File: src/rtl/ws2812_pkg.sv
// Shared register map, control/status bit positions and serializer state
// encoding for the WS2812 APB LED controller.
package ws2812_pkg;

    localparam logic [7:0] REG_CTRL   = 8'h00;
    localparam logic [7:0] REG_STATUS = 8'h04;
    localparam logic [7:0] REG_COUNT  = 8'h08;
    localparam logic [7:0] REG_PIXEL  = 8'h10;

    localparam int CTRL_START_BIT  = 0;
    localparam int STATUS_BUSY_BIT = 0;

    typedef enum logic [2:0] {
        ST_IDLE  = 3'd0,
        ST_LOAD  = 3'd1,
        ST_HIGH  = 3'd2,
        ST_LOW   = 3'd3,
        ST_LATCH = 3'd4
    } ser_state_t;

endpackage

File: src/rtl/ws2812_apb_ctrl_if.sv
// APB slave bus bundle for the WS2812 controller; clock and reset stay outside.
// Handshake: an access is psel&penable; the slave answers with pready high for
// exactly one cycle (one wait state), with prdata/pslverr valid in that cycle.
interface ws2812_apb_ctrl_if;

    logic        apb_psel_i;
    logic        apb_penable_i;
    logic        apb_pwrite_i;
    logic [7:0]  apb_paddr_i;
    logic [31:0] apb_pwdata_i;
    logic [31:0] apb_prdata_o;
    logic        apb_pready_o;
    logic        apb_pslverr_o;

    modport slave (
        input  apb_psel_i, apb_penable_i, apb_pwrite_i, apb_paddr_i, apb_pwdata_i,
        output apb_prdata_o, apb_pready_o, apb_pslverr_o
    );

    modport master (
        output apb_psel_i, apb_penable_i, apb_pwrite_i, apb_paddr_i, apb_pwdata_i,
        input  apb_prdata_o, apb_pready_o, apb_pslverr_o
    );

endinterface

File: src/rtl/ws2812_serializer.sv
// WS2812 bit serializer: fetches pixels from the buffer, shifts GRB out MSB
// first as timed high/low pulses, then holds the line low for the latch time.
module ws2812_serializer
    import ws2812_pkg::*;
#(
    parameter int T0H_CYC  = 35,
    parameter int T1H_CYC  = 70,
    parameter int TBIT_CYC = 125,
    parameter int TRST_CYC = 3000
) (
    input  logic        clk_i,
    input  logic        resetn_i,
    input  logic        start_i,
    input  logic [5:0]  count_i,
    input  logic [23:0] pixel_i,
    output logic [5:0]  pix_idx_o,
    output logic        led_ctl_o,
    output ser_state_t  state_o
);

    localparam int CYC_W = $clog2(TBIT_CYC);
    localparam int LAT_W = (TRST_CYC > 1) ? $clog2(TRST_CYC) : 1;
    localparam logic [CYC_W-1:0] CYC_LAST = CYC_W'(TBIT_CYC - 1);
    localparam logic [CYC_W-1:0] CYC_LOAD = CYC_W'(TBIT_CYC - 2);
    localparam logic [CYC_W-1:0] CYC_T0H  = CYC_W'(T0H_CYC - 1);
    localparam logic [CYC_W-1:0] CYC_T1H  = CYC_W'(T1H_CYC - 1);
    localparam logic [LAT_W-1:0] LAT_LAST = LAT_W'(TRST_CYC - 1);

    ser_state_t        state_q, state_d;
    logic [CYC_W-1:0]  cyc_q;
    logic [LAT_W-1:0]  lat_q;
    logic [4:0]        bit_q;
    logic [5:0]        pix_q;
    logic [5:0]        count_q;
    logic [23:0]       shift_q;
    logic              led_q;
    logic              high_done, bit_done, last_bit, more_pix, load_slot;

    assign high_done = shift_q[23] ? (cyc_q == CYC_T1H) : (cyc_q == CYC_T0H);
    assign bit_done  = (cyc_q == CYC_LAST);
    assign last_bit  = (bit_q == 5'd23);
    assign more_pix  = ((pix_q + 6'd1) < count_q);
    // The next pixel's LOAD cycle replaces the final low cycle of the current bit.
    assign load_slot = last_bit && more_pix && (cyc_q == CYC_LOAD);

    always_ff @(posedge clk_i or negedge resetn_i) begin
        if (!resetn_i) state_q <= ST_IDLE;
        else           state_q <= state_d;
    end

    always_comb begin
        state_d = state_q;
        case (state_q)
            ST_IDLE:  if (start_i) state_d = ST_LOAD;
            ST_LOAD:  state_d = (count_q == 6'd0) ? ST_LATCH : ST_HIGH;
            ST_HIGH:  if (high_done) state_d = load_slot ? ST_LOAD : ST_LOW;
            ST_LOW: begin
                if (load_slot)     state_d = ST_LOAD;
                else if (bit_done) state_d = last_bit ? ST_LATCH : ST_HIGH;
            end
            ST_LATCH: if (lat_q == LAT_LAST) state_d = ST_IDLE;
            default:  state_d = ST_IDLE;
        endcase
    end

    always_ff @(posedge clk_i or negedge resetn_i) begin
        if (!resetn_i) begin
            cyc_q   <= '0;
            lat_q   <= '0;
            bit_q   <= '0;
            pix_q   <= '0;
            count_q <= '0;
            shift_q <= '0;
            led_q   <= 1'b0;
        end else begin
            led_q <= (state_d == ST_HIGH);
            lat_q <= '0;
            case (state_q)
                ST_IDLE: begin
                    if (start_i) begin
                        count_q <= count_i;
                        pix_q   <= '0;
                    end
                end
                ST_LOAD: begin
                    shift_q <= pixel_i;
                    bit_q   <= '0;
                    cyc_q   <= '0;
                end
                ST_HIGH, ST_LOW: begin
                    if (state_d == ST_LOAD) pix_q <= pix_q + 6'd1;
                    if (state_q == ST_LOW && state_d == ST_HIGH) begin
                        cyc_q   <= '0;
                        bit_q   <= bit_q + 5'd1;
                        shift_q <= {shift_q[22:0], 1'b0};
                    end else if (!bit_done) begin
                        cyc_q <= cyc_q + CYC_W'(1);
                    end
                end
                ST_LATCH: if (lat_q != LAT_LAST) lat_q <= lat_q + LAT_W'(1);
                default: ;
            endcase
        end
    end

    assign pix_idx_o = pix_q;
    assign led_ctl_o = led_q;
    assign state_o   = state_q;

endmodule

File: src/rtl/ws2812_apb_ctrl.sv
// WS2812 LED strip controller: APB register decode and pixel buffer, driving
// the ws2812_serializer that produces the single-wire data stream.
module ws2812_apb_ctrl
    import ws2812_pkg::*;
#(
    parameter int NUM_LEDS = 8,
    parameter int T0H_CYC  = 35,
    parameter int T1H_CYC  = 70,
    parameter int TBIT_CYC = 125,
    parameter int TRST_CYC = 3000
) (
    input  logic             clk_i,
    input  logic             resetn_i,
    ws2812_apb_ctrl_if.slave apb,
    output logic             led_ctl_o,
    output logic             debug_o
);

    localparam int         IDX_W      = (NUM_LEDS > 1) ? $clog2(NUM_LEDS) : 1;
    localparam logic [5:0] NUM_LEDS_6 = 6'(NUM_LEDS);

    logic [23:0] pix_mem [NUM_LEDS];
    logic [5:0]  count_q;
    logic        pready_q, pslverr_q;
    logic [31:0] prdata_q;
    logic        access, wr_acc, start_req, busy;
    logic        aligned, hit_ctrl, hit_status, hit_count, hit_pixel, addr_ok;
    logic [5:0]  word_idx, pix_addr_idx, ser_idx;
    logic [23:0] ser_pixel;
    logic [31:0] rd_data;
    ser_state_t  ser_state;

    // pready_q masks the second access cycle so each transfer acts only once.
    assign access    = apb.apb_psel_i & apb.apb_penable_i & ~pready_q;
    assign wr_acc    = access & apb.apb_pwrite_i;
    assign start_req = wr_acc & hit_ctrl & apb.apb_pwdata_i[CTRL_START_BIT];
    assign busy      = (ser_state != ST_IDLE);

    always_comb begin
        word_idx     = apb.apb_paddr_i[7:2];
        pix_addr_idx = word_idx - REG_PIXEL[7:2];
        aligned      = (apb.apb_paddr_i[1:0] == 2'b00);
        hit_ctrl     = aligned && (word_idx == REG_CTRL[7:2]);
        hit_status   = aligned && (word_idx == REG_STATUS[7:2]);
        hit_count    = aligned && (word_idx == REG_COUNT[7:2]);
        hit_pixel    = aligned && (word_idx >= REG_PIXEL[7:2]) && (pix_addr_idx < NUM_LEDS_6);
        addr_ok      = hit_ctrl | hit_status | hit_count | hit_pixel;
        rd_data      = '0;
        if (hit_status) rd_data[STATUS_BUSY_BIT] = busy;
        if (hit_count)  rd_data[5:0] = count_q;
        if (hit_pixel)  rd_data[23:0] = pix_mem[pix_addr_idx[IDX_W-1:0]];
    end

    always_ff @(posedge clk_i or negedge resetn_i) begin
        if (!resetn_i) begin
            pready_q  <= 1'b0;
            pslverr_q <= 1'b0;
            prdata_q  <= '0;
            count_q   <= NUM_LEDS_6;
        end else begin
            pready_q  <= access;
            pslverr_q <= access & ~addr_ok;
            prdata_q  <= (access && !apb.apb_pwrite_i) ? rd_data : '0;
            if (wr_acc && hit_count)
                count_q <= (apb.apb_pwdata_i > 32'(NUM_LEDS)) ? NUM_LEDS_6 : apb.apb_pwdata_i[5:0];
        end
    end

    always_ff @(posedge clk_i or negedge resetn_i) begin
        if (!resetn_i) begin
            for (int i = 0; i < NUM_LEDS; i++) pix_mem[i] <= '0;
        end else if (wr_acc && hit_pixel) begin
            pix_mem[pix_addr_idx[IDX_W-1:0]] <= apb.apb_pwdata_i[23:0];
        end
    end

    assign ser_pixel = (ser_idx < NUM_LEDS_6) ? pix_mem[ser_idx[IDX_W-1:0]] : '0;

    ws2812_serializer #(
        .T0H_CYC  (T0H_CYC),
        .T1H_CYC  (T1H_CYC),
        .TBIT_CYC (TBIT_CYC),
        .TRST_CYC (TRST_CYC)
    ) u_ser (
        .clk_i     (clk_i),
        .resetn_i  (resetn_i),
        .start_i   (start_req),
        .count_i   (count_q),
        .pixel_i   (ser_pixel),
        .pix_idx_o (ser_idx),
        .led_ctl_o (led_ctl_o),
        .state_o   (ser_state)
    );

    assign apb.apb_prdata_o  = prdata_q;
    assign apb.apb_pready_o  = pready_q;
    assign apb.apb_pslverr_o = pslverr_q;
    assign debug_o           = busy;

endmodule

File: src/flat_wrapper.sv
// flat-port wrapper written by rule: the top's interface ports become plain ports
module ws2812_apb_ctrl_flat import ws2812_pkg::*;
#(
    parameter int NUM_LEDS = 8,
    parameter int T0H_CYC  = 35,
    parameter int T1H_CYC  = 70,
    parameter int TBIT_CYC = 125,
    parameter int TRST_CYC = 3000
)
  (clk_i, resetn_i, led_ctl_o, debug_o, apb_apb_psel_i, apb_apb_penable_i, apb_apb_pwrite_i, apb_apb_paddr_i, apb_apb_pwdata_i, apb_apb_prdata_o, apb_apb_pready_o, apb_apb_pslverr_o);
  ws2812_apb_ctrl_if apb_i ();
  input  logic clk_i;
  input  logic resetn_i;
  output logic led_ctl_o;
  output logic debug_o;
  input wire logic [$bits(apb_i.apb_psel_i)-1:0] apb_apb_psel_i;
  input wire logic [$bits(apb_i.apb_penable_i)-1:0] apb_apb_penable_i;
  input wire logic [$bits(apb_i.apb_pwrite_i)-1:0] apb_apb_pwrite_i;
  input wire logic [$bits(apb_i.apb_paddr_i)-1:0] apb_apb_paddr_i;
  input wire logic [$bits(apb_i.apb_pwdata_i)-1:0] apb_apb_pwdata_i;
  output wire logic [$bits(apb_i.apb_prdata_o)-1:0] apb_apb_prdata_o;
  output wire logic [$bits(apb_i.apb_pready_o)-1:0] apb_apb_pready_o;
  output wire logic [$bits(apb_i.apb_pslverr_o)-1:0] apb_apb_pslverr_o;
  assign apb_i.apb_psel_i = apb_apb_psel_i;
  assign apb_i.apb_penable_i = apb_apb_penable_i;
  assign apb_i.apb_pwrite_i = apb_apb_pwrite_i;
  assign apb_i.apb_paddr_i = apb_apb_paddr_i;
  assign apb_i.apb_pwdata_i = apb_apb_pwdata_i;
  assign apb_apb_prdata_o = apb_i.apb_prdata_o;
  assign apb_apb_pready_o = apb_i.apb_pready_o;
  assign apb_apb_pslverr_o = apb_i.apb_pslverr_o;
  ws2812_apb_ctrl #(.NUM_LEDS(NUM_LEDS), .T0H_CYC(T0H_CYC), .T1H_CYC(T1H_CYC), .TBIT_CYC(TBIT_CYC), .TRST_CYC(TRST_CYC)) u_core (.clk_i(clk_i), .resetn_i(resetn_i), .apb(apb_i), .led_ctl_o(led_ctl_o), .debug_o(debug_o));
endmodule
File: config.mk
export PLATFORM = sky130hd
export DESIGN_NAME = ws2812_apb_ctrl_flat
export DESIGN_NICKNAME = d
export VERILOG_FILES = /design/src/rtl/ws2812_pkg.sv /design/src/rtl/ws2812_apb_ctrl_if.sv /design/src/rtl/ws2812_serializer.sv /design/src/rtl/ws2812_apb_ctrl.sv /design/src/flat_wrapper.sv
export SDC_FILE = /design/constraint.sdc
export NUM_CORES = 1
export LEC_CHECK = 0
export CORE_UTILIZATION = 28
export CTS_CLUSTER_DIAMETER = 200
export DETAILED_ROUTE_END_ITERATION = 6
export GPL_TIMING_DRIVEN = 0
export SYNTH_ARGS = -nofsm -noshare
export SYNTH_HDL_FRONTEND = slang
export SYNTH_HIERARCHICAL = 1
export SYNTH_SLANG_ARGS = --single-unit
File: constraint.sdc
create_clock -name clk_i -period 2.8 [get_ports clk_i]
set_input_delay 0.42 -clock clk_i [delete_from_list [all_inputs] [get_ports clk_i]]
set_output_delay 0.42 -clock clk_i [all_outputs]
set_load 0.005 [all_outputs]
* After elaboration in Yosys (flattened, before gate mapping)
Index checks and enable logic that the tools add are counted.
Storage, ports and cells: register bits after elaboration 296, input bits 45, output and inout bits 36, word-level logic and storage cells 127
Cells by class: add/sub/neg operators 5, $lt $le $gt $ge 8, eq/ne operators 19, muxes and demuxes 37, bitwise operators 13, reductions and logical operators 25
Operators by type and width (number):
- 24-bit two-way mux | 9
- 192-bit bitwise mux | 1
- 24-bit binary-select mux with 3-bit select | 2
- 24-bit demux with 3-bit select | 1
- 24-bit one-hot mux with 2 select lines | 1
- 32-bit by 4-bit > comparator with 1-bit output (second input constant) | 1
- 12-bit two-way mux | 2
- 6-bit two-way mux | 4
- 7-bit == test (second input constant) | 3
- 3-bit two-way mux | 7
- 3-bit one-hot mux with 5 select lines | 1
- 7-bit two-way mux | 2
- 7-bit one-hot mux with 2 select lines | 1
- 12-bit by 1-bit adder with 12-bit output (second input constant) | 1
- 12-bit == test (second input constant) | 1
- 1-bit logical AND | 12
- 6-bit logical NOT | 2
- 6-bit by 4-bit less-than comparator with 1-bit output (second input constant) | 2
- 12-bit inequality test (second input constant) | 1
- 6-bit one-hot mux with 2 select lines | 1
- 5-bit one-hot mux with 2 select lines | 1
- 3-bit by 2-bit == test with 1-bit output (second input constant) | 3
- 4-bit >= comparator (second input constant) | 2
- 3-bit inverter with 4-bit output | 2
- other kinds (30) | 44

* Depth between registers and ports, before layout
Gate-level depths: netlist of the first run.
depth in word-level cells 11, gate-level depth with buffers 11, mapped depth without buffers 9

* Cells and area by module
Netlist of the first run, hierarchy kept.
Modules (own cells, without submodules):
- ws2812_apb_ctrl | times used 1, cells each 771, area an instance 11584.9 um^2, seq. area each 5606.6 um^2
- ws2812_serializer | times used 1, cells each 334, area an instance 3299.4 um^2, seq. area each 1601.5 um^2

* Worst setup path before layout of the first run
No wires, ideal clock.
kind input -> register, start point input apb_apb_paddr_i[4], end point register u_core.u_ser.pix_q[0], in the netlist u_core/u_ser/pix_idx_o[0], setup time 0.125 ns, data arrival time 3.297 ns, required time 2.675 ns, setup slack -0.622 ns, stages on the path 11, path buffers 2, cells stage by stage buf_2 -> clkinv_1 -> clkbuf_1 -> ha_1 -> or4b_2 -> nor3_1 -> and4_1 -> nor4b_1 -> a21o_1 -> o22ai_1 -> mux2_4
Between the ends: word-level cells in the longest chain between the ends 9, elaborated cells on any way between the ends 10, those cells by class 3 x eq/ne; 2 x mux; 2 x bitwise; 3 x reduce/logical
RTL lines:
- start, declared | RTL line flat_wrapper.sv:19 | input wire logic [$bits(apb_i.apb_paddr_i)-1:0] apb_apb_paddr_i;
- 6-bit logical NOT (*) | RTL line ws2812_apb_ctrl.sv:43 | hit_ctrl = aligned && (word_idx == REG_CTRL[7:2]);
- 1-bit logical AND (*) | RTL line ws2812_apb_ctrl.sv:43
- 1-bit AND (*) (2 in a row) | RTL line ws2812_apb_ctrl.sv:36 | assign start_req = wr_acc & hit_ctrl & apb.apb_pwdata_i[CTRL_START_BIT];
- via u_core.start_req | RTL line ws2812_apb_ctrl.sv:26 | logic access, wr_acc, start_req, busy;
- 3-bit two-way mux | RTL line ws2812_serializer.sv:54 | ST_IDLE: if (start_i) state_d = ST_LOAD;
- 3-bit one-hot mux with 5 select lines | RTL line ws2812_serializer.sv:53 | case (state_q)
- 3-bit by 1-bit == test with 1-bit output | RTL line ws2812_serializer.sv:91 | if (state_d == ST_LOAD) pix_q <= pix_q + 6'd1;
- 2-bit inequality test (no line)
- 3-bit AND reduction (no line) (*)
- end signal, assigned | RTL line ws2812_serializer.sv:91
- end, declared | RTL line ws2812_serializer.sv:33 | logic [5:0] pix_q;
The timed path passes the listed nets; every way through them passes the cells marked *. A chain may end at the register's enable or synchronous reset.

* Worst setup path in the final report of the first run
start point input apb_apb_paddr_i[4], end point register u_core/pix_mem[150] (netlist bit)
Between the ends: word-level cells in the longest chain between the ends 7, elaborated cells on any way between the ends 13, those cells by class 1 x add/sub; 4 x order compare; 3 x mux; 1 x bitwise; 4 x reduce/logical
RTL lines:
- 6-bit by 3-bit subtractor with 6-bit output | RTL line ws2812_apb_ctrl.sv:41 | pix_addr_idx = word_idx - REG_PIXEL[7:2];
- 3-bit inverter with 4-bit output (implied by the code) | RTL line ws2812_apb_ctrl.sv:73 | pix_mem[pix_addr_idx[IDX_W-1:0]] <= apb.apb_pwdata_i[23:0];
- 4-bit >= comparator (implied by the code) / 4-bit by 1-bit less-than comparator with 1-bit output (equally long branches) | RTL line ws2812_apb_ctrl.sv:73
- 1-bit logical AND (implied by the code) | RTL line ws2812_apb_ctrl.sv:73
- 24-bit two-way mux (implied by the code) | RTL line ws2812_apb_ctrl.sv:73
- 24-bit demux with 3-bit select | RTL line ws2812_apb_ctrl.sv:73
- 192-bit bitwise mux | RTL line ws2812_apb_ctrl.sv:73
- end signal, assigned by index | RTL line ws2812_apb_ctrl.sv:73
- end, declared | RTL line ws2812_apb_ctrl.sv:22 | logic [23:0] pix_mem [NUM_LEDS];
Parallel ways exist; a longest one is shown, timed or not.

==> out/results.tsv, run 1 <==
stage	metric	value	unit
outcome	status	finished, final reports clean	
global_route	vias in the first global route	10300	
sta	final cycle utilization of the critical path	95.7	%
detailed_routing	Final ANT Viol Nets	0	
setup_path	critical path cell sequence	buf_4, clkinv_2, clkbuf_4, ha_1, nor3b_4, nand4_4, buf_4, nor4_4, buf_4, buf_4, mux2_2	
finish	n_diodes	0	
floorplan	core region area	52600	um^2
sta	slack of the critical path	120	ps
sta	Slew Viols, Final	0	
placed_design	hpwl dp	26700	um
floorplan	number of core rows	84	
finish	share of layout cells above drive strength 1	36.7	%
logic_synthesis	synth unique cells	66	
logic_synthesis	post-synthesis simple-gate area fraction	8.62	%
sta	relative slew slack	26.7	%
logic_synthesis	sequential area share after synthesis	48.4	%
detailed_routing	WL final	40400	um
detailed_routing	WL per Instance	20.6	um
global_route	GRT met2 Usage	24.9	%
sta	final hold vios	0	
min_path	HP Class	in -> reg	
logic_synthesis	Avg Cell Area, Syn	13.5	um^2
logic_synthesis	post-synthesis adder-cell area fraction	1.01	%
logic_synthesis	ys flop type	dfrtp_1	
sta	hold_ws	247	ps
clocking	TritonCTS clock tree	done	
pwr	switching power	2260	uW
global_route	initial antenna violation count	0	
floorplan	area of the die	54100	um^2
floorplan	die width	233	um
pwr	Sw Ratio	23.6	%
sta	unrepaired setup endpoints after global routing	no	
finish	nets@finish	1302	
sta	final setup vio count	0	
setup_path	type of origin of the critical path	input pin	
flow_run	max cap viols	0	
placed_design	pre-CTS WS	-973	ps
pwr	sequential power share	44.4	%
detailed_routing	vias	9814	
logic_synthesis	Synth area leaders	dfrtp_1, mux4_2, mux2_2, mux2i_1, nand2_1	
floorplan	# IOs	81	
setup_path	Max stage delay cell, worst path	mux2_2	
clocking	clk buf depth	3	
sta	worst slew pin tran	1100	ps
logic_synthesis	Compound-Gate Fraction of Synth Area	4.30	%
global_route	global-route wire length before repair	62200	um
setup_path	Critical Path End Type	flop	
clocking	root buffer cell	clkbuf_16	
logic_synthesis	share of the synthesized area in the top cell type	48.3	%
pwr	Clock power frac	50.4	%
logic_synthesis	XOR/XNOR Fraction of Synth Area	0.824	%
sta	Peak Freq	0.373	GHz
placed_design	Buffers on Ports	65	
detailed_routing	residual DRC count	0	
sta	Clock Skews	27.2	ps
global_route	met3 GRT Util	2.33	%
clocking	TritonCTS Sinks	288	
floorplan	initial core utilization	28.3	%
pwr	power share of the combinational group	5.2	%
setup_path	top cell family by delay on the critical path	buffers and inverters	
global_route	GRT Overall Usage	15.2	%
logic_synthesis	Mapped Cells	1105	
detailed_routing	drt pass-1 iters	7	
setup_path	Top cell by count, worst path	buf_4	
clocking	cts bufs inserted	36	
setup_path	Worst Setup Path Type	in -> reg	
logic_synthesis	number of synthesized register bits	288	
pwr	Pleak	0.00813	uW
logic_synthesis	mapped cell area	14900	um^2
detailed_routing	Via density	5.00	
placed_design	Routability Congestion	0.792	
logic_synthesis	portion of netlist area occupied by mux cells	33.2	%
setup_path	slowest stage delay, CP	370	ps
detailed_routing	Detailed Route Iter0 Violations	532	
global_route	busiest grt layer	met2	
finish	post-layout util	34.4	%
clocking	worst-skew pair later-pin latency	570	ps
pwr	cell internal pwr	7320	uW
sta	post-layout minimum cycle time	2680	ps
setup_path	worst reg2reg setup slack	200	ps
logic_synthesis	fraction of registers with async set/reset	100	%
finish	Fillers	5172	
setup_path	CP Data Arrival Time	3110	ps
clocking	CTS HTree Levels	2	
global_route	grt ovf	0	
setup_path	CP required	3230	ps
finish	area grow syn2layout	21.4	%
pwr	Pwr per Cell Area	530	nW/um^2
logic_synthesis	commonest cells in the netlist	dfrtp_1, mux2_2, nand2_1, mux4_2, nor2_1	
pwr	Peak supply drop	0.308	mV
setup_path	Critical Path Fanout Max	11	
logic_synthesis	cell with the most instances after synthesis	dfrtp_1	
setup_path	Buf/Inv on CP	6	
logic_synthesis	Yosys warning count	6	
logic_synthesis	largest family of logic cells by synthesized area	multiplexers	
global_route	M1 GR Usage	19.9	%
sta	final setup TNS	0	ps
logic_synthesis	Post-synth EDFFs	0	
clocking	clock-pin slew on the worst setup and hold paths	60	ps
logic_synthesis	cell taking the most area after synthesis	dfrtp_1	
global_route	largest net degree at the start of global routing	102	
floorplan	Die Y	233	um
[per-stage QoR]
step / std cells / total power (uW) / cell area [um^2]
detailed placement: 1867 / 4820 / 16500
floorplan: 1112 / 4540 / 15000
global route: 1961 / 9930 / 18100
global placement: 1865 / 4800 / 16500
finish: 1961 / 9580 / 18100
CTS: 1936 / 9720 / 17800
[layout make-up]
class | count | area [um^2] | share of cell area, %
clock buffers | 47 | 992 | 5.49
clock inverters | 19 | 228 | 1.26
repair buffers | 95 | 936 | 5.18
plain buffers | 81 | 475 | 2.63
inverters | 20 | 76.3 | 0.422
multi-input cells | 723 | 7290 | 40.3
flip-flops and latches | 288 | 7210 | 39.9
well taps | 688 | 861 | 4.76
[registers in the layout, summed over array words and instances, names as in the netlist]
register                  count
u_core/u_ser/bit_q            5
u_core/u_ser/lat_q           12
u_core/apb.apb_pready_o       1
u_core/u_ser/shift_q         24
u_core/count_q                6
u_core/apb.apb_prdata_o      24
u_core/apb.apb_pslverr_o      1
u_core/pix_mem              192
u_core/u_ser/count_q          6
u_core/u_ser/state_o          3
u_core/u_ser/pix_idx_o        6
u_core/u_ser/led_ctl_o        1
u_core/u_ser/cyc_q            7
[worst min-delay path: cells and delay by family]
kind	cells	cell delay [ps]
and+or+nand+nor	2	210
buffers and inverters	1	120
[cell families after synthesis]
| logic type | after synthesis |
|---|---|
| mux | 341 |
| flops | 288 |
| buf+inv | 101 |
| xor+xnor | 14 |
| fa+ha+maj | 12 |
| simple gates | 252 |
| other cells | 1 |
| compound gates | 96 |
[final timing paths]
path	start	end	cells past startpoint
min in group asynchronous	resetn_i	u_core/apb.apb_prdata_o[12]	2
worst min-delay path	apb_apb_paddr_i[6]	u_core/count_q[5]	3
worst max register to register	u_core/u_ser/pix_idx_o[0]	u_core/u_ser/pix_idx_o[0]	8
worst max-delay path	apb_apb_paddr_i[4]	u_core/pix_mem[150]	11
worst min register to register	u_core/u_ser/lat_q[0]	u_core/u_ser/lat_q[0]	1
max in group asynchronous	resetn_i	u_core/u_ser/pix_idx_o[0]	3
[layout by cell type (no fill, tap or decap), types with 8 or more instances in the layout]
cell type and count:
a21oi_1 23, buf_2 14, buf_4 49, clkbuf_1 32
clkbuf_16 36, clkdlybuf4s50_1 64, clkinv_2 12, conb_1 8
dfrtp_1 285, ha_1 12, inv_1 19, mux2_2 176
mux2_4 21, mux2i_1 48, mux4_2 96, nand2_1 103
nand3_1 12, nand4_1 10, nor2_1 54, nor4_1 9
o21ai_0 33, xnor2_1 8
[power by group through the flow]
stage	logic, uW	clock network [uW]	registers, uW
floorplan	227	0	4320
global placement	473	0	4330
detailed placement	493	0	4330
CTS	496	4970	4250
global route	546	5130	4260
finish	499	4820	4250
[what timing repair did]
| item | in CTS | in global routing |
|---|---|---|
| endpoints found under the hold margin | 99 | 0 |
| buffers inserted | 2 | 25 |
| setup endpoints to repair | 155 | 174 |
| pin swaps | 1 | 8 |
| hold buffers | 1 | 0 |
| resized for setup | 4 | 17 |
[layer usage]
| layer | wire, um | share of wire (%) |
|---|---|---|
| met2 | 19800 | 49 |
| met3 | 1740 | 4.3 |
| met5 | 0 | 0 |
| met4 | 1170 | 2.9 |
| met1 | 17600 | 44 |
Power figures use the tool's default switching activity.
==> run 2, diff against run 1 <==
--- a/config.mk
+++ b/config.mk
@@ -5,6 +5,7 @@
 export SDC_FILE = /design/constraint.sdc
 export NUM_CORES = 1
 export LEC_CHECK = 0
+export ABC_AREA = 1
 export CORE_UTILIZATION = 28
 export CTS_CLUSTER_DIAMETER = 200
 export DETAILED_ROUTE_END_ITERATION = 6
==> out/results.tsv, run 2 <==
stage	metric	value	unit
clocking	CTS HTree Levels	2	
pwr	Peak supply drop	0.384	mV
min_path	Hold Path Origin	apb_apb_pwdata_i[6]	
outcome	status	finished, final reports clean	
placed_design	hpwl dp	43000	um
setup_path	critical path cell sequence	buf_2, inv_1, clkbuf_2, clkbuf_2, nor2_1, o21ai_0, nor2_1, nor2_1, nand2_1, o21ai_0, nand2_1, o21ai_2	
logic_synthesis	ys flop type	dfrtp_1	
detailed_routing	Detailed Route Iter0 Violations	1863	
setup_path	worst flop-to-flop path endpoint	u_core/u_ser/shift_q[14]	
sta	Clock Skews	26.7	ps
clocking	clk buf depth	3	
setup_path	Worst R2R Path Depth	12	
floorplan	number of core rows	87	
logic_synthesis	synth unique cells	46	
finish	Fillers	6089	
finish	nets@finish	2412	
sta	unrepaired setup endpoints after global routing	no	
clocking	clock-pin slew on the worst setup and hold paths	60	ps
sta	final hold vios	0	
sta	relative slew slack	38.5	%
floorplan	initial core utilization	28.5	%
logic_synthesis	commonest cells in the netlist	nand2_1, dfrtp_1, nand3_1, nor2_1, o21ai_0	
logic_synthesis	fraction of registers with async set/reset	100	%
finish	commonest non-fill, non-tap cell in the layout	nand2_1	
finish	area grow syn2layout	16.8	%
setup_path	reg-to-reg critical path startpoint	u_core/u_ser/pix_idx_o[0]	
setup_path	CP Data Arrival Time	3130	ps
floorplan	core region area	56800	um^2
finish	Biggest register	u_core/pix_mem	
detailed_routing	Via density	5.11	
global_route	GRT Overall Usage	20.7	%
setup_path	CP required	3290	ps
finish	max reg flops	192	
sta	hold_ws	185	ps
logic_synthesis	number of synthesized register bits	288	
logic_synthesis	Synth area leaders	dfrtp_1, nand2_1, nand3_1, o21ai_0, nor2_1	
min_path	Hold Crit Depth	3	
logic_synthesis	Post-synth EDFFs	0	
logic_synthesis	Yosys warning count	6	
floorplan	die width	243	um
pwr	Pwr Total	9360	uW
detailed_routing	residual DRC count	0	
logic_synthesis	Mapped Cells	2251	
setup_path	Critical Path End Type	flop	
flow_run	max cap viols	0	
min_path	HP Class	in -> reg	
clocking	root buffer cell	clkbuf_16	
global_route	global-route wire length before repair	93000	um
finish	share of layout cells above drive strength 1	8.41	%
sta	final setup vio count	0	
setup_path	worst reg2reg setup slack	160	ps
global_route	grt ovf	0	
setup_path	type of origin of the critical path	flop	
logic_synthesis	cell taking the most area after synthesis	dfrtp_1	
sta	Slew Viols, Final	0	
placed_design	Buffers on Ports	56	
min_path	Hold EP	u_core/pix_mem[102]	
global_route	initial antenna violation count	0	
pwr	Pwr per Cell Area	495	nW/um^2
detailed_routing	WL final	61100	um
detailed_routing	drt pass-1 iters	7	
detailed_routing	Final ANT Viol Nets	0	
finish	commonest non-fill, non-tap cells in the layout	nand2_1, dfrtp_1, nand3_1	
setup_path	Worst Setup Path Type	reg -> reg	
sta	worst slew pin tran	919	ps
sta	Peak Freq	0.379	GHz
finish	n_diodes	0	
logic_synthesis	cell with the most instances after synthesis	nand2_1	
logic_synthesis	Avg Cell Area, Syn	7.20	um^2
logic_synthesis	sequential area share after synthesis	44.5	%
clocking	worst-skew pair later-pin latency	570	ps
floorplan	# IOs	81	
detailed_routing	WL per Instance	19.5	um
floorplan	area of the die	58800	um^2
global_route	largest net degree at the start of global routing	111	
setup_path	slowest stage delay, CP	440	ps
pwr	Pleak	0.00901	uW
clocking	TritonCTS Sinks	288	
global_route	vias in the first global route	15100	
sta	final cycle utilization of the critical path	94.3	%
placed_design	Routability Congestion	0.976	
setup_path	Top cell by count, worst path	nor2_1	
detailed_routing	vias	16000	
sta	post-layout minimum cycle time	2640	ps
clocking	TritonCTS clock tree	done	
floorplan	Die Y	243	um
logic_synthesis	share of the synthesized area in the top cell type	44.3	%
setup_path	Max stage delay cell, worst path	dfrtp_1	
setup_path	Critical Path Fanout Max	10	
clocking	cts bufs inserted	34	
logic_synthesis	mapped cell area	16200	um^2
[run 2: cell count changes in the layout (fill, tap and decap cells not counted), sizes merged, moves of 47 or more]
cell / before / now
nor2: 54 / 223
mux4: 96 / 0
o21ai: 33 / 245
nand2: 103 / 733
nand3: 12 / 272
inv: 21 / 168
mux2: 197 / 0
mux2i: 48 / 0
clkbuf: 79 / 126
[run 2: critical path: cells and delay by family, from the launching register on]
family,cells,cell delay [ps]
AOI/OAI and AO/OA,3,440
buffers and inverters,4,1020
DFF,1,440
and+or+nand+nor,5,660
[run 2: worst max-delay path by stage]
stage | startpoint | endpoint | slack (ps)
after floorplan | apb_apb_paddr_i[4] | u_core/u_ser/cyc_q[0] | 160
after global placement | resetn_i | u_core/pix_mem[158] | -12030
after detailed placement | apb_apb_paddr_i[4] | u_core/pix_mem[50] | -1040
after CTS | u_core/u_ser/pix_idx_o[1] | u_core/u_ser/shift_q[12] | 8
after global routing | u_core/u_ser/pix_idx_o[2] | u_core/u_ser/cyc_q[1] | 8
final | u_core/u_ser/pix_idx_o[0] | u_core/u_ser/shift_q[14] | 160
[run 2: layer usage]
layer	part of all wire, %	vias up	wire [um]	global-route usage, %
met5	0	-	0	0
met4	4.2	0	2580	9.10
met3	9.9	153	6030	4.59
met2	42	851	25900	30.9
met1	44	7583	26600	28.6
li1	-	7431	-	-
[run 2: power by group]
| part | switching (uW) | total, uW | internal [uW] |
|---|---|---|---|
| clock | 1930 | 4440 | 2510 |
| sequential | 33.5 | 4240 | 4210 |
| combinational | 489 | 674 | 184 |
| total | 2460 | 9360 | 6900 |
[run 2: cell families (layout without fill, tap and decap cells)]
kind of cell             count (synthesis)  after routing  share of synthesized area (%)
flip-flops                             288            288                           44.5
other                                    1              8                         0.0231
AO/OA/AOI/OAI                          354            354                           12.3
AND/OR/NAND/NOR                       1260           1260                           32.9
adder cells (fa/ha/maj)                 12             12                          0.927
buffers and inverters                  325            444                           8.81
XOR/XNOR                                11             11                          0.595
[run 2: repair_timing]
item	in CTS	in global routing
hold buffers	1	0
setup endpoints to repair	260	49
pin swaps	0	1
endpoints found under the hold margin	96	0
resized for setup	6	17
buffers inserted	0	2
[run 2: final cells by class]
| cell class | count | area [um^2] | share of cell area [%] |
|---|---|---|---|
| timing repair buffer | 61 | 646 | 3.41 |
| buffer | 158 | 815 | 4.30 |
| clock inverter | 12 | 114 | 0.602 |
| clock buffer | 46 | 957 | 5.06 |
| multi-input combinational | 1645 | 7600 | 40.2 |
| inverter | 167 | 632 | 3.34 |
| sequential | 288 | 7210 | 38.1 |
| tap | 756 | 946 | 5.00 |
[run 2: metrics by stage]
stage	setup WS [ps]	setup TNS, ps	std cells	utilization (%)	cell area, um^2
6_report	160	0	3133	33.3	18900
3_5_place_dp	-1040	-230230	3072	31.3	17800
2_1_floorplan	159	0	2258	-	16200
4_1_cts	8.36	0	3131	33.2	18900
5_1_grt	7.70	0	3133	33.3	18900
3_3_place_gp	-12030	-3674150	3070	31.2	17700
==> run 3, diff against run 2 <==
==> constraint.sdc (replaced) <==
create_clock -name clk_i -period 2.2 [get_ports clk_i]
set_input_delay 0.33 -clock clk_i [delete_from_list [all_inputs] [get_ports clk_i]]
set_output_delay 0.33 -clock clk_i [all_outputs]
set_load 0.005 [all_outputs]
==> out/results.tsv, run 3 (same netlist as run 2, synthesis figures left out) <==
stage	metric	value	unit
sta	Peak Freq	0.397	GHz
global_route	initial antenna violation count	1	
sta	worst slew pin tran	831	ps
floorplan	Die Y	243	um
outcome	status	complete, but fails checks	
sta	Clock Skews	28.5	ps
setup_path	Worst Setup Path Type	reg -> reg	
sta	slack of the critical path	-321	ps
clocking	clock-pin slew on the worst setup and hold paths	60	ps
detailed_routing	vias	16300	
pwr	cell internal pwr	9100	uW
pwr	Peak supply drop	0.420	mV
sta	relative slew slack	44.6	%
detailed_routing	residual DRC count	0	
setup_path	reg-to-reg critical path startpoint	u_core/u_ser/pix_idx_o[2]	
setup_path	CP Data Arrival Time	2990	ps
sta	hold_ws	96.6	ps
floorplan	# IOs	81	
global_route	GRT Overall Usage	20.9	%
placed_design	Buffers on Ports	56	
placed_design	Routability Congestion	0.986	
floorplan	number of core rows	87	
setup_path	CP required	2670	ps
finish	n_diodes	0	
finish	max reg flops	192	
floorplan	area of the die	58800	um^2
sta	final hold vios	0	
global_route	largest net degree at the start of global routing	116	
setup_path	slowest stage delay, CP	550	ps
clocking	TritonCTS clock tree	done	
clocking	root buffer cell	clkbuf_16	
finish	share of layout cells above drive strength 1	13.0	%
detailed_routing	Detailed Route Iter0 Violations	1892	
finish	commonest non-fill, non-tap cell in the layout	nand2_1	
sta	Slew Viols, Final	0	
detailed_routing	WL per Instance	19.7	um
global_route	global-route wire length before repair	94700	um
sta	post-layout minimum cycle time	2520	ps
outcome	failing checks	negative setup slack	
clocking	CTS HTree Levels	2	
finish	fin cells	3170	
pwr	power share of the combinational group	7.1	%
setup_path	top cell family by delay on the critical path	buffers and inverters	
floorplan	die width	243	um
pwr	Pleak	0.00955	uW
clocking	cts bufs inserted	35	
setup_path	type of origin of the critical path	flop	
sta	final setup vio count	42	
flow_run	max cap viols	0	
finish	nets@finish	2445	
sta	final cycle utilization of the critical path	115	%
setup_path	critical path cell sequence	buf_4, clkbuf_1, clkbuf_1, nor2_1, nor2_1, nand2_1, o21ai_0, nand2_2, o21ai_2	
placed_design	placed cells	3072	
min_path	Hold Path Origin	apb_apb_pwdata_i[19]	
global_route	grt ovf	0	
detailed_routing	WL final	62400	um
finish	area grow syn2layout	21.7	%
min_path	HP Class	in -> reg	
detailed_routing	Via density	5.14	
setup_path	Max stage delay cell, worst path	clkbuf_1	
clocking	worst-skew pair later-pin latency	570	ps
pwr	sequential power share	44.2	%
detailed_routing	Final ANT Viol Nets	0	
finish	commonest non-fill, non-tap cells in the layout	nand2_1, dfrtp_1, nand3_1	
placed_design	hpwl dp	43200	um
floorplan	core region area	56800	um^2
global_route	vias in the first global route	15400	
pwr	switching power	3130	uW
setup_path	Critical Path End Type	flop	
clocking	clk buf depth	3	
finish	Biggest register	u_core/pix_mem	
floorplan	initial core utilization	28.5	%
pwr	Pwr per Cell Area	620	nW/um^2
sta	unrepaired setup endpoints after global routing	yes	
pwr	Sw Ratio	25.6	%
clocking	TritonCTS Sinks	288	
detailed_routing	drt pass-1 iters	7	
pwr	Clock power frac	48.7	%
setup_path	Critical Path Fanout Max	10	
setup_path	Buf/Inv on CP	3	
setup_path	CP Launch Point	u_core/u_ser/pix_idx_o[2]	
## run 3: cell types whose count changed in the layout (fill, tap and decap cells not counted), sizes merged
cell	delta
clkbuf	+9
clkinv	-4
buf	+30
nor2	+1
inv	+1
## run 3: tightest hold or removal path: cells and delay by family
kind,cells,cell delay (ps)
AND/OR/NAND/NOR,2,130
buffers and inverters,1,160
## run 3: metrics by stage
step           power [uW]  setup slack [ps]  util, %  setup TNS (ps)  cell area, um^2
2_1_floorplan        5900            -0.484        -          -0.484            16200
3_3_place_gp         6320            -12510     31.2        -3759870            17700
3_5_place_dp         6330              -848     31.3         -172180            17800
4_1_cts             12300              -265     34.1           -9410            19400
5_1_grt             12600              -419     34.7          -14950            19700
6_report            12200              -321     34.7           -9400            19700
## run 3: power groups by stage
| stage | Combinational (uW) | Clock, uW | Sequential [uW] |
|---|---|---|---|
| 2_1_floorplan | 419 | 0 | 5480 |
| 3_3_place_gp | 824 | 0 | 5500 |
| 3_5_place_dp | 842 | 0 | 5490 |
| 4_1_cts | 851 | 6070 | 5400 |
| 5_1_grt | 946 | 6280 | 5400 |
| 6_report | 872 | 5960 | 5400 |
## run 3: area by class of cell
class,count,area (um^2)
fill,6099,37100
multi-input combinational,1646,7850
sequential,288,7210
clock buffer,54,1080
timing repair buffer,94,1010
tap,756,946
buffer,156,900
inverter,167,633
clock inverter,9,87.6
## run 3: path summary, 6_finish.rpt
path	to	slack, ps	cells past startpoint
max in group asynchronous	u_core/u_ser/shift_q[20]	760	3
hold / removal	u_core/pix_mem[19]	100	3
min in group asynchronous	u_core/apb.apb_prdata_o[3]	370	2
setup / recovery	u_core/u_ser/shift_q[8]	-320	9
hold reg to reg	u_core/u_ser/lat_q[0]	460	1
setup reg to reg	u_core/u_ser/shift_q[8]	-320	9
## run 3: repair_timing
action | CTS | global route
hold buffers | 1 | 0
pin swaps | 16 | 16
endpoints found under the hold margin | 76 | 0
buffers inserted | 23 | 7
setup endpoints to repair | 211 | 201
resized for setup | 71 | 89
cloned | 4 | 4
## run 3: per-layer routing
metal  wire [um]  track usage (%)
met5          40            0.408
met4        2140             7.50
met3        6110             4.72
met2       27200             31.9
met1       27000             28.8
==> RTL edit 1, RTL diff (settings of run 3) <==
Take the reset off `prdata_q` and load it in a clocked block of its own.
--- a/src/rtl/ws2812_apb_ctrl.sv
+++ b/src/rtl/ws2812_apb_ctrl.sv
@@ -57,3 +57,2 @@
             pslverr_q <= 1'b0;
-            prdata_q  <= '0;
             count_q   <= NUM_LEDS_6;
@@ -62,3 +61,2 @@
             pslverr_q <= access & ~addr_ok;
-            prdata_q  <= (access && !apb.apb_pwrite_i) ? rd_data : '0;
             if (wr_acc && hit_count)
@@ -66,2 +64,6 @@
         end
+    end
+
+    always_ff @(posedge clk_i) begin
+        prdata_q <= (access && !apb.apb_pwrite_i) ? rd_data : '0;
     end
Behaviour: not the same (a bounded check fails within 4 cycles, from zero or initial values and one cycle with resetn_i low).
==> RTL edit 1 against run 3 <==
The flow still finishes with violations (negative setup slack); total power increased by 1.2%; clock skew grew 0.00081 ns; area after synthesis grew 0.84%; largest cell class unchanged; design area is essentially flat; sequential cell count stayed put; final cell count grew 0.25%; wire length is 3.3% lower; worst setup slack gained 0.071 ns; core utilization is 0.53 points lower.
==> RTL edit 1: results (changes against run 3) <==
metric,value,unit,change
grt_usage,0.2014,,-0.007817
fin_nets,2445,,unchanged
regMostFlops,u_core/pix_mem,,
grt_max_degree,105,,-9.5%
grt_pass1_wl,92060,um,-2.8%
antenna_found_initial,1,,unchanged
highest_layer,met5,,
routed_wl,60360,um,-3.3%
status,finished with violations,,
numCtsBuffers,34,,-2.9%
place_hpwl,42000,um,-2.9%
timing.rr.start,u_core/u_ser/pix_idx_o[0],,
cts_max_path_buffers,3,,unchanged
ir_drop,444.2,uV,+5.7%
cts_max_level,2,,unchanged
place_congestion,0.9831,,-0.29%
critical_path_class,flip-flop to flip-flop,,
ys.flop_type,dfrtp_1,,
violations,negative setup slack,,
first_pass_iters,6,,-1
drive_gt1_frac,0.1322,,+0.002540
ys_types,50,,+8.7%
vias,16070,,-1.4%
crit_end,u_core/u_ser/shift_q[16],,
cp_slowest_cell,dfrtp_2,,
skew,0.02931,ns,+0.0008074 ns
min_from,apb_apb_paddr_i[4],,
r2r_setup_slack,-0.25,ns,+0.07 ns
fillers,6111,,+0.20%
dr_wl_met3,6134,um,+0.48%
synthTopCellsByCount,"725 x nand2_1, 263 x dfrtp_1, 256 x nand3_1",,
tightest_slew,0.9148,ns,+0.08350 ns
placed_cell_area,17860,sq um,+0.28%
num_antenna_cells,0,,unchanged
arrival,2.89,ns,-0.10 ns
cp_slowest_stage_delay,0.41,ns,-0.14 ns
synth-seq-area-share,0.4339,,-0.01107
drt_iter0_drc,1687,,-11%
synth_area_leaders,"dfrtp_1 40%, nand2_1 17%, nand3_1 7.8%",,
met2_length,26380,um,-2.9%
setup_ws,-0.2496,ns,+0.07146 ns
synth-async-reset-ratio,0.9167,,-0.08333
crit_fanout,10,,unchanged
synth_warnings,6,,unchanged
worst-r2r-cell-count,17,,+8
clk_pin_slew_worst_paths,0.06,ns,about the same
largest_reg_flops,192,,unchanged
final-setup-viol-count,42,,unchanged
grt_pass1_vias,15370,,-0.31%
cts_root_buf,clkbuf_16,,
insertion_delay,0.57,ns,about the same
p_leak,0.009543,uW,about the same
numPortBuffers,47,,-16%
hold_path.class,primary input to flip-flop,,
drt-met1-wl,26060,um,-3.5%
[RTL edit 1: what timing repair did]
action | 4_1_cts | 5_1_grt
pin swaps | 14 | 21
gates cloned | 4 | 2
hold endpoints to repair | 66 | 0
setup endpoints to repair | 51 | 98
resized for setup | 49 | 69
hold buffers | 1 | 0
setup buffers | 24 | 4
[RTL edit 1: worst max-delay path, delay by kind of cell, from the launching register on]
family / cells / cell delay, ns
compound gates: 1 / 0.05
fa+ha+maj: 1 / 0.22
buf+inv: 3 / 0.38
flops: 1 / 0.41
xor+xnor: 1 / 0.19
simple gates: 11 / 1.08
[RTL edit 1: metrics by stage]
stage	TNS, ns	setup WS (ns)	total power, uW	instances	util
floorplan	0	0.006134	5837	2273	-
global placement	-3150.05	-11.44	6203	3085	0.3085
detailed placement	-147.46	-1.338	6214	3087	0.3096
CTS	-8.778	-0.2647	12490	3175	0.3381
global route	-11.56	-0.3151	12750	3178	0.3416
finish	-8.265	-0.2496	12370	3178	0.3416
[RTL edit 1: worst min path at each step]
stage                         endpoint  slack (ns)  cells past startpoint
6_report            u_core/pix_mem[71]        0.22                      4
5_1_grt             u_core/pix_mem[48]        0.23                      4
4_1_cts             u_core/pix_mem[71]        0.19                      4
2_1_floorplan  u_core/apb.apb_pready_o        0.03                      0
3_3_place_gp     u_core/u_ser/lat_q[0]        0.45                      1
3_5_place_dp   u_core/apb.apb_pready_o        0.36                      1
[RTL edit 1: layer usage]
layer,track usage,vias to the layer above
met4,0.06875,2
met2,0.3089,776
li1,-,7518
met1,0.2728,7648
met5,0,-
met3,0.05276,126
[RTL edit 1: area by class of cell]
| cell class | count | share of cell area |
|---|---|---|
| Tap cell | 765 | 0.04857 |
| Timing Repair Buffer | 80 | 0.04476 |
| Clock buffer | 49 | 0.05168 |
| Clock inverter | 12 | 0.01067 |
| Inverter | 191 | 0.03670 |
| Buffer | 165 | 0.04819 |
| Sequential cell | 288 | 0.3598 |
| Multi-Input combinational cell | 1628 | 0.3996 |
[RTL edit 1: power by group]
| group | leakage (uW) | switching (uW) | internal [uW] |
|---|---|---|---|
| Combinational | 0.00512 | 567 | 191 |
| Sequential | 0.00382 | 35.2 | 5340 |
| Clock | 0.000602 | 2420 | 3820 |
| Total | 0.00954 | 3020 | 9350 |
[RTL edit 1: cells by family after synthesis]
| family | Yosys count | share of synthesized area |
|---|---|---|
| xor gates and xnor gates | 12 | 0.006434 |
| AOI/OAI and AO/OA | 372 | 0.1279 |
| muxes | 1 | 0.0006893 |
| DFF | 288 | 0.4339 |
| buffers and inverters | 358 | 0.09934 |
| adders and majority gates | 12 | 0.009191 |
| other | 1 | 0.0002296 |
| and+or+nand+nor | 1222 | 0.3223 |
==> RTL edit 2, RTL diff (config.mk and constraints of run 3) <==
Made on the original files. `NUM_LEDS` is set to 8 in 2 places; all go to 4.
--- a/src/rtl/ws2812_apb_ctrl.sv
+++ b/src/rtl/ws2812_apb_ctrl.sv
@@ -5,3 +5,3 @@
 #(
-    parameter int NUM_LEDS = 8,
+    parameter int NUM_LEDS = 4,
     parameter int T0H_CYC  = 35,
--- a/src/flat_wrapper.sv
+++ b/src/flat_wrapper.sv
@@ -3,3 +3,3 @@
 #(
-    parameter int NUM_LEDS = 8,
+    parameter int NUM_LEDS = 4,
     parameter int T0H_CYC  = 35,
Check against the original RTL: not equivalent (a bounded check fails within 4 cycles, from zero or initial values and one cycle with resetn_i low).
==> RTL edit 2 against run 3 <==
The run still ends with negative setup slack left; wire length decreased by 54%; total power decreased by 11%; worst setup slack improved by 0.17 ns; non-clock buffer count decreased by 96; combinational power increased to 4.3 times the old value; global-route usage decreased by 4.6 points; fmax increased by 7.1%; design area decreased by 38%; area after synthesis decreased by 38%; sequential cell count decreased by 96; critical path type is now primary input to flip-flop.
==> RTL edit 2: results (changes against run 3) <==
metric,value,unit,change
status,finished with violations,,
violations,negative setup slack,,
multi_input_area,4415,sq um,-44%
synth_compound_area_frac,0.1912,,+0.06836
cts_max_level,4,,+2
nClkBuffers,21,,-61%
insertion_delay,0.43,ns,-0.14 ns
routed_wl,28820,um,-54%
comb.multi_input.count,827,,-50%
synthMuxAreaShare,0.001129,,+0.001129
ir_drop,495.9,uV,+18%
first_pass_iters,5,,-2
fin_nets,1370,,-44%
cp_slowest_cell,clkdlybuf4s50_1,,
min_to,u_core/apb.apb_pready_o,,
synthTopCellsByCount,"277 x nand2_1, 191 x dfrtp_1, 133 x nor2_1",,
grtUsageMet2,0.2653,,-0.05392
r2r_setup_slack,-0.13,ns,+0.19 ns
min_from,apb_apb_penable_i,,
ys_types,47,,+2.2%
critical_path_class,primary input to flip-flop,,
antenna_found_initial,0,,-1
timing.rr.start,u_core/u_ser/pix_idx_o[1],,
nNonClkBuffers,154,,-38%
setup_ws,-0.1545,ns,+0.1665 ns
buffer_area_frac,0.1086,,+0.01178
cpLargestDelayFamily,simple AND/OR/NAND/NOR gates,,
wl_per_cell,16.17,um,-18%
synth-seq-area-share,0.4820,,+0.03702
grt_max_degree,109,,-6.0%
dpl.cell_count,1738,,-43%
fillers,3571,,-41%
grt_pass1_vias,8540,,-45%
drive_gt1_frac,0.1424,,+0.01277
dr_wl_met3,1506,um,-75%
final-setup-viol-count,38,,-9.5%
dpl_worst_slack,-0.8787,ns,-0.03052 ns
## RTL edit 2: changes by cell type in the layout (fill, tap and decap cells not counted), sizes merged, moves of 36 or more
cell / delta
nand3: -235
nand2: -451
o21ai: -74
dfrtp: -96
clkbuf: -94
inv: -44
o211ai: -36
a211oi: +39
nor2: -80
buf: -51
## RTL edit 2: through the flow
stage | hold slack, ns | utilization | power (uW) | area (sq um) | setup TNS [ns]
after detailed placement | 0.3867 | 0.3253 | 7333 | 11320 | -37.83
after floorplan | 0.03441 | - | 6252 | 9997 | 0
after CTS | 0.4465 | 0.3486 | 10880 | 12130 | -3.964
after global placement | 0.4516 | 0.3244 | 7290 | 11290 | -1469.85
final | 0.4576 | 0.3503 | 10870 | 12190 | -3.282
after global routing | 0.4747 | 0.3503 | 11470 | 12190 | -10.04
